$ cat src/rtl/debug_pkg.sv
// rtl/debug_pkg.sv - shared widths, frame layout and FSM encodings for the debug dump
// Shared with the debug unit and the host-side dump parser.
// No ports: package of localparams and typedefs only.
package debug_pkg;

  localparam int BYTE        = 8;
  localparam int DWORD       = 32;
  localparam int ADDR        = 7;
  localparam int RB_ADDR     = 5;
  localparam int N_REGS      = 32;
  localparam int N_MEM_BYTES = 128;
  localparam int FRAME_BYTES = 4 + 4 * N_REGS + N_MEM_BYTES;

  // Terminal counts are compared before incrementing, so counters never wrap.
  localparam logic [RB_ADDR-1:0] LAST_REG = RB_ADDR'(N_REGS - 1);
  localparam logic [ADDR-1:0]    LAST_MEM = ADDR'(N_MEM_BYTES - 1);

  typedef enum logic [2:0] {
    ST_IDLE     = 3'd0,
    ST_RB_ADDR  = 3'd1,
    ST_RB_READ  = 3'd2,
    ST_DM_ADDR  = 3'd3,
    ST_DM_READ  = 3'd4,
    ST_TX_START = 3'd5,
    ST_TX_WAIT  = 3'd6,
    ST_DONE     = 3'd7
  } state_t;

  typedef enum logic [1:0] {
    PH_PC = 2'd0,
    PH_RB = 2'd1,
    PH_DM = 2'd2
  } phase_t;

endpackage

$ cat src/rtl/debug_tx_byte_sender.sv
// rtl/debug_tx_byte_sender.sv - serialises a loaded word MSB-first over the UART tx handshake
// Ports:
//   clock, rst_n     : clock, asynchronous active-low reset
//   load             : capture word/count and start sending (ignored state-wise by caller)
//   word, count      : word to send (MSB byte first) and number of bytes after the first
//   tx_done          : UART done tick, only honoured while waiting on a byte
//   tx_data          : current byte (top of shift register)
//   tx_start         : one-cycle pulse per byte
//   word_sent        : combinational, high on the cycle the last byte's tx_done is taken
module debug_tx_byte_sender
  import debug_pkg::*;
(
  input  logic             clock,
  input  logic             rst_n,
  input  logic             load,
  input  logic [DWORD-1:0] word,
  input  logic [1:0]       count,
  input  logic             tx_done,
  output logic [BYTE-1:0]  tx_data,
  output logic             tx_start,
  output logic             word_sent
);

  logic [DWORD-1:0] shift;
  logic [1:0]       bytes_left;
  logic             active;
  logic             waiting;

  // Waiting for the UART = handshake in progress and the start pulse already issued.
  assign waiting   = active & ~tx_start;
  assign word_sent = waiting & tx_done & (bytes_left == 2'd0);
  assign tx_data   = shift[DWORD-1 -: BYTE];

  always_ff @(posedge clock or negedge rst_n) begin
    if (!rst_n) begin
      shift      <= '0;
      bytes_left <= '0;
      active     <= 1'b0;
      tx_start   <= 1'b0;
    end else begin
      tx_start <= 1'b0;
      if (load) begin
        shift      <= word;
        bytes_left <= count;
        active     <= 1'b1;
        tx_start   <= 1'b1;
      end else if (waiting && tx_done) begin
        if (bytes_left != 2'd0) begin
          shift      <= {shift[DWORD-BYTE-1:0], {BYTE{1'b0}}};
          bytes_left <= bytes_left - 2'd1;
          tx_start   <= 1'b1;
        end else begin
          active <= 1'b0;
        end
      end
    end
  end

endmodule

$ cat src/rtl/debug_dump_sender.sv
// rtl/debug_dump_sender.sv - dumps PC, register bank and data memory as a 260-byte UART frame
// Ports:
//   i_clock, i_reset          : clock, asynchronous active-low reset
//   i_start                   : one-cycle dump request, honoured only when idle
//   i_pc_value                : PC, snapshotted at start
//   i_rb_data, i_dm_data      : debug read data, valid one cycle after address+enable
//   i_tx_done                 : UART tx done tick
//   o_rb_addr/o_rb_read_enable: register-bank debug read port
//   o_dm_addr/o_dm_read_enable: data-memory debug read port
//   o_tx_data, o_tx_start     : byte to UART and its one-cycle start
//   o_busy, o_done            : dump in progress, end-of-frame pulse
module debug_dump_sender
  import debug_pkg::*;
(
  input  logic               i_clock,
  input  logic               i_reset,
  input  logic               i_start,
  input  logic [DWORD-1:0]   i_pc_value,
  input  logic [DWORD-1:0]   i_rb_data,
  input  logic [BYTE-1:0]    i_dm_data,
  input  logic               i_tx_done,
  output logic [RB_ADDR-1:0] o_rb_addr,
  output logic               o_rb_read_enable,
  output logic [ADDR-1:0]    o_dm_addr,
  output logic               o_dm_read_enable,
  output logic [BYTE-1:0]    o_tx_data,
  output logic               o_tx_start,
  output logic               o_busy,
  output logic               o_done
);

  state_t             state;
  phase_t             phase;
  logic [RB_ADDR-1:0] reg_cnt;
  logic [ADDR-1:0]    mem_cnt;

  logic               load;
  logic [DWORD-1:0]   load_word;
  logic [1:0]         load_count;
  logic               word_sent;

  // The sender loads on the same edge that leaves IDLE or a *_READ state,
  // which is what makes the first tx_start appear one cycle after the start edge.
  always_comb begin
    load       = 1'b0;
    load_word  = i_pc_value;
    load_count = 2'd3;
    case (state)
      ST_IDLE:    load = i_start;
      ST_RB_READ: begin
        load      = 1'b1;
        load_word = i_rb_data;
      end
      ST_DM_READ: begin
        load       = 1'b1;
        load_word  = {i_dm_data, {(DWORD-BYTE){1'b0}}};
        load_count = 2'd0;
      end
      default: ;
    endcase
  end

  debug_tx_byte_sender u_sender (
    .clock     (i_clock),
    .rst_n     (i_reset),
    .load      (load),
    .word      (load_word),
    .count     (load_count),
    .tx_done   (i_tx_done),
    .tx_data   (o_tx_data),
    .tx_start  (o_tx_start),
    .word_sent (word_sent)
  );

  always_ff @(posedge i_clock or negedge i_reset) begin
    if (!i_reset) begin
      state            <= ST_IDLE;
      phase            <= PH_PC;
      reg_cnt          <= '0;
      mem_cnt          <= '0;
      o_rb_addr        <= '0;
      o_rb_read_enable <= 1'b0;
      o_dm_addr        <= '0;
      o_dm_read_enable <= 1'b0;
      o_busy           <= 1'b0;
      o_done           <= 1'b0;
    end else begin
      case (state)
        ST_IDLE: begin
          if (i_start) begin
            phase   <= PH_PC;
            reg_cnt <= '0;
            mem_cnt <= '0;
            o_busy  <= 1'b1;
            state   <= ST_TX_START;
          end
        end
        ST_TX_START: state <= ST_TX_WAIT;
        ST_TX_WAIT: begin
          if (word_sent) begin
            case (phase)
              PH_PC: begin
                reg_cnt          <= '0;
                o_rb_addr        <= '0;
                o_rb_read_enable <= 1'b1;
                phase            <= PH_RB;
                state            <= ST_RB_ADDR;
              end
              PH_RB: begin
                if (reg_cnt == LAST_REG) begin
                  mem_cnt          <= '0;
                  o_dm_addr        <= '0;
                  o_dm_read_enable <= 1'b1;
                  phase            <= PH_DM;
                  state            <= ST_DM_ADDR;
                end else begin
                  reg_cnt          <= reg_cnt + 1'b1;
                  o_rb_addr        <= reg_cnt + 1'b1;
                  o_rb_read_enable <= 1'b1;
                  state            <= ST_RB_ADDR;
                end
              end
              PH_DM: begin
                if (mem_cnt == LAST_MEM) begin
                  o_done <= 1'b1;
                  state  <= ST_DONE;
                end else begin
                  mem_cnt          <= mem_cnt + 1'b1;
                  o_dm_addr        <= mem_cnt + 1'b1;
                  o_dm_read_enable <= 1'b1;
                  state            <= ST_DM_ADDR;
                end
              end
              default: state <= ST_IDLE;
            endcase
          end else if (i_tx_done) begin
            state <= ST_TX_START;
          end
        end
        ST_RB_ADDR: state <= ST_RB_READ;
        ST_RB_READ: begin
          o_rb_read_enable <= 1'b0;
          state            <= ST_TX_START;
        end
        ST_DM_ADDR: state <= ST_DM_READ;
        ST_DM_READ: begin
          o_dm_read_enable <= 1'b0;
          state            <= ST_TX_START;
        end
        ST_DONE: begin
          o_done <= 1'b0;
          o_busy <= 1'b0;
          state  <= ST_IDLE;
        end
        default: state <= ST_IDLE;
      endcase
    end
  end

endmodule
$ cat config.mk
export PLATFORM = sky130hd
export DESIGN_NAME = debug_dump_sender
export DESIGN_NICKNAME = d
export VERILOG_FILES = /design/src/rtl/debug_pkg.sv /design/src/rtl/debug_tx_byte_sender.sv /design/src/rtl/debug_dump_sender.sv
export SDC_FILE = /design/constraint.sdc
export NUM_CORES = 1
export LEC_CHECK = 0
export ABC_AREA = 1
export CORE_MARGIN = 10
export CORE_UTILIZATION = 46
export CTS_BUF_LIST = sky130_fd_sc_hd__clkbuf_4 sky130_fd_sc_hd__clkbuf_8
export DETAILED_ROUTE_END_ITERATION = 10
export PLACE_DENSITY = 0.82
export SYNTH_ARGS = -nofsm -noshare
export SYNTH_HDL_FRONTEND = slang
export SYNTH_SLANG_ARGS = --single-unit
$ cat constraint.sdc
create_clock -name i_clock -period 1.75 [get_ports i_clock]
set_input_delay 0.35 -clock i_clock [delete_from_list [all_inputs] [get_ports i_clock]]
set_output_delay 0.35 -clock i_clock [all_outputs]
set_load 0.02 [all_outputs]
; Word level (Yosys, flattened, before mapping)
; Cells that the tools add are included.
; W data, S select, Z words.
[word_totals]
regBits = 69
in_bits = 76
out_inout_bits = 25
wordCells = 126
[classes]
addsub = 3
n_eq_ne = 25
mux = 53
bitwise = 4
reduce_logical = 27
[op_table]
columns = operator, count
row1 = $mux W32, 3
row2 = $pmux W32 S2, 1
row3 = $mux W7, 4
row4 = $pmux W7 S2, 2
row5 = $pmux W3 S7, 1
row6 = $pmux W5 S2, 2
row7 = $reduce_and A5 Y1, 4
row8 = $reduce_bool A2 Y1, 10
row9 = $mux W2, 8
row10 = $mux W1, 15
row11 = $mux W5, 3
row12 = $pmux W1 S2, 7
row13 = $eq A3 B3 Y1 const B, 4
row14 = $mux W3, 4
row15 = $ne A2 B2 Y1 const B, 6
row16 = $reduce_and A4 Y1, 3
row17 = $ne A3 B3 Y1 const B, 3
row18 = $pmux W3 S3, 1
row19 = $pmux W2 S2, 2
row20 = $reduce_and A2 Y1, 4
row21 = $add A7 B1 Y7 const B, 1
row22 = $eq A7 B7 Y1 const B, 1
row23 = $eq A3 B2 Y1 const B, 2
row24 = $ne A3 B1 Y1 const B, 2
row25 = 15 further kinds, 19

; Longest topological paths before layout
[logic_depth]
ltp_word = 6
mapped_depth = 11
ltp_nobuf = 11

; By module
; A second synthesis with hierarchy kept.
[hier_totals]
hier_cells = 537
area_unflattened_um2 = 3980.1
[modules_own_cells]
columns = module, n_inst, cells_per_inst, area_per_inst_um2, seq_area_each_um2
row1 = debug_dump_sender, 1, 280, 2020.7, 825.8
row2 = debug_tx_byte_sender, 1, 257, 1959.4, 900.9

; Worst setup path before layout
; Ideal clock, no wire load.
[synth_timing]
kind = reg-to-reg
from = register reg_cnt[0]
to = register reg_cnt[0]
setup_ns = 0.127
arrival_ns = 1.511
required_time_ns = 1.623
slack_ns = 0.112
path_stages_with_launch = 11
synth_period_minus_slack_ns = 1.638
path_cell_list = dfrtp_1 ha_1 nand2_1 nor2_1 ha_1 a21oi_1 nand2_1 nand2_1 nand2_1 nand2_1 o21ai_0
[synth_via]
elab_chain_cells = 5
[synth_lines]
columns = item, line
row1 = "start, declared", debug_dump_sender.sv:34  ; logic [RB_ADDR-1:0] reg_cnt;
row2 = "start signal, assigned", debug_dump_sender.sv:117  ; reg_cnt <= reg_cnt + 1'b1;
row3 = $add A5 B1 Y5, debug_dump_sender.sv:117
row4 = $mux W5, debug_dump_sender.sv:110  ; if (reg_cnt == LAST_REG) begin
row5 = $pmux W5 S2, debug_dump_sender.sv:101  ; case (phase)
row6 = $mux W5, debug_dump_sender.sv:100  ; if (word_sent) begin
row7 = $pmux W5 S2, debug_dump_sender.sv:88  ; case (state)
; Parallel ways exist; a longest one is shown, timed or not. The select of a mux whose other input is x is not followed.
; A chain may end at the register's enable or synchronous reset.

; Worst setup path in the final report
[layout_timing]
from = register reg_cnt[0]
to = register o_dm_addr[0]
[layout_via]
elab_chain_cells = 3
[layout_lines]
columns = item, line
row1 = $eq A5 B5 Y1, debug_dump_sender.sv:110
row2 = $ne A2 B2 Y1 (no line), n/a
row3 = $reduce_and A5 Y1 (no line), n/a
row4 = "end signal, assigned", debug_dump_sender.sv:129  ; o_dm_addr <= mem_cnt + 1'b1;
row5 = "end, declared", debug_dump_sender.sv:24  ; output logic [ADDR-1:0] o_dm_addr,
; Every way passes these cells.

==> impl_metrics.json <==
{
  "maxCapViolCount": 0,
  "path_max_fanout": 13,
  "fin_area_mm2": 0.00531,
  "wire_per_inst_um": 13.4,
  "gr-total-overflow": 0,
  "h-tree-depth": 3,
  "cp_common_cell": "ha_2",
  "cts_buffer_depth": 2,
  "netlist-cell-type-count": 30,
  "worstSkewPairLatency_ns": 0.33,
  "yosys.area.top_type": "dfrtp_1",
  "comb_power_share": 0.538,
  "gp_congestion": 0.927,
  "ys_warn_count": 0,
  "cp_slowest_stage_delay_ns": 0.37,
  "intPower_uw": 4430,
  "rr_worst_depth": 10,
  "grt_first_pass_wirelength_um": 17000,
  "synth-edff-count": 0,
  "swShare": 0.439,
  "reg2reg_slack_ns": 0.05,
  "startpoint_type": "flip-flop",
  "fillers": 727,
  "grt_usage": 0.158,
  "drcViolationCount": 0,
  "io_pins": 101,
  "synth_ff_type": "dfrtp_1",
  "clk_pin_slew_ns": 0.07,
  "hold_slack_ns": 0.0247,
  "hold_viol_final": 0,
  "fin_nets": 734,
  "period_share": 0.969,
  "fin_crit_ns": 1.70,
  "drt_pass1_iterations": 5,
  "regToRegEndpoint": "o_dm_addr[0]",
  "p_leak_uw": 0.00256,
  "vias": 3777,
  "io_buffers": 100,
  "power_density_mw_per_mm2": 1490,
  "drv_slew": 0,
  "seqPwrFrac": 0.312,
  "critPathKind": "reg2reg",
  "crit_chain": "ha_2 -> nand2_2 -> nor2_1 -> ha_2 -> a21oi_4 -> a21oi_2 -> nand3_2 -> buf_12 -> nand2_1 -> o21ai_2",
  "slew-limit-headroom": 0.693,
  "post-place-ws_ns": -0.144,
  "via_per_inst": 4.94,
  "hpwl_um": 7740,
  "ant_nets": 0,
  "syn_avg_cell_area_um2": 7.14,
  "cp_slowest_cell": "dfrtp_1",
  "max_freq_mhz": 590,
  "worstMarginPinSlew_ns": 0.460,
  "root_buffer": "clkbuf_8",
  "synthesis.area_mm2": 0.00391,
  "finalWirelength_um": 10200,
  "fp.dieH_um": 112,
  "worst_hold_path_type": "in2async",
  "critPathCaptureType": "flip-flop",
  "cts_sinks": 69,
  "initial_core_util": 0.474,
  "grt_max_degree": 70,
  "cp_data_arrival_time_ns": 1.91,
  "cts_tree": "done",
  "drtIter0Drc": 176,
  "placed_area_mm2": 0.00507,
  "area_delta_synth_final_pct": 35.9,
  "grt_pass1_vias": 3719,
  "switching_power_uw": 3470,
  "ys_async_sr_fraction": 1.00,
  "worstReg2RegStart": "reg_cnt[0]",
  "cts_buffers": 9,
  "worstPathRequired_ns": 1.97,
  "setup_viol": 0,
  "antenna_found_initial": 0,
  "yosys-top-cells-area": "dfrtp_1, nand2_1, o21ai_0, inv_1, nor2_1",
  "status": "completed",
  "pwr-share-clk": 0.150,
  "ys_seq_area_frac": 0.441,
  "die-width_um": 112,
  "core_mm2": 0.00826,
  "rows": 33,
  "syn_nets": 628,
  "irDropWorstVdd_v": 0.000686,
  "layout_setup_ws_ns": 0.0548,
  "synthCells": 548,
  "finalClockSkew_ns": 0.00958,
  "ys_ff_latch": 69,
  "drive_gt1_frac": 0.121,
  "diodes": 0,
  "p_total_uw": 7900,
  "dieArea_mm2": 0.0126,
  "synth_top_cell_area_share": 0.441
}
[worst max-delay path, delay by kind of cell, from the launching register on]
kind            cells  cell delay, ns
fa+ha+maj           2            0.42
flops               1            0.37
buf+inv             1            0.16
compound gates      3            0.29
simple gates        4            0.35
[power by group through the flow]
| stage | logic, uW | registers (uW) | clock network (uW) |
|---|---|---|---|
| 2_1_floorplan | 2990 | 2460 | 0 |
| 3_3_place_gp | 4130 | 2450 | 0 |
| 3_5_place_dp | 4240 | 2470 | 0 |
| 4_1_cts | 4290 | 2460 | 1210 |
| 5_1_grt | 4830 | 2530 | 1300 |
| 6_report | 4250 | 2460 | 1180 |
[cells in the final DEF, fill, tap and decap left out, drive strengths merged]
cell type and count:
o21ai 63, clkbuf 13, nor2 45, inv 47, nand3 30, o21bai 1, nand4 5, ha 4
dfrtp 69, xor2 1, clkinv 3, a31oi 1, a21oi 6, nand2 243, or2 3, clkinvlp 2
nor3 1, buf 23, clkdlybuf4s50 99
[through the flow]
step	std cells	setup TNS, ns	util
2_1_floorplan	548	0	-
3_3_place_gp	745	-1.37	0.614
3_5_place_dp	745	-2.61	0.614
4_1_cts	762	0	0.640
5_1_grt	764	-0.0254	0.643
6_report	764	0	0.643
[timing repair]
| action | 4_1_cts | 5_1_grt |
|---|---|---|
| pin swaps | 3 | 5 |
| buffers inserted | 1 | 2 |
| setup endpoints to repair | 17 | 22 |
| hold buffers | 0 | 0 |
| resized for setup | 7 | 5 |
[flip-flops by register name, indices dropped and copies added (netlist names), 2 cells and up]
| register | cells |
|---|---|
| mem_cnt | 7 |
| o_dm_addr | 7 |
| o_rb_addr | 5 |
| phase | 2 |
| reg_cnt | 5 |
| state | 3 |
| u_sender.bytes_left | 2 |
| u_sender.shift | 32 |
[cell families (layout without fill, tap and decap cells)]
group,count (synthesis),count (layout),share of synthesized area
AND/OR/NAND/NOR,327,327,0.354
buffers and inverters,76,187,0.0947
AO/OA/AOI/OAI,71,71,0.0947
flip-flops,69,69,0.441
adder cells (fa/ha/maj),4,4,0.0128
XOR/XNOR,1,1,0.00224
[Yosys cell counts (5+ instances only)]
cell type,instances
buf_4,9
inv_1,38
o21ai_0,49
dfrtp_1,69
nor2_1,37
o21ai_1,11
inv_2,9
nand3_1,27
buf_2,10
a21oi_1,6
buf_6,5
nand2_1,237
nand4_1,5
[per-layer routing]
metal  GRT usage  part of all wire
met5           0                 0
met1       0.187              0.41
met4      0.0550             0.010
met3      0.0351             0.059
met2       0.275              0.52
[worst max path at each step]
| stage | start | end | slack (ns) |
|---|---|---|---|
| finish | reg_cnt[0] | o_dm_addr[0] | 0.05 |
| global route | mem_cnt[0] | o_dm_addr[5] | -0.01 |
| CTS | reg_cnt[0] | o_rb_addr[3] | 0.03 |
| detailed placement | i_tx_done | u_sender.shift[19] | -0.14 |
| global placement | i_tx_done | u_sender.shift[19] | -0.14 |
| floorplan | reg_cnt[0] | reg_cnt[0] | 0.11 |
[layout make-up]
type / instances / area [um^2] / share of cell area
Clock buffer: 13 / 166 / 0.0313
Clock inverter: 3 / 20.0 / 0.00377
Inverter: 49 / 184 / 0.0346
Multi-Input combinational cell: 403 / 1850 / 0.348
Sequential cell: 69 / 1730 / 0.325
Tap cell: 105 / 131 / 0.0247
Timing Repair Buffer: 122 / 1240 / 0.233
No activity file was read; power rests on OpenSTA's default activity.
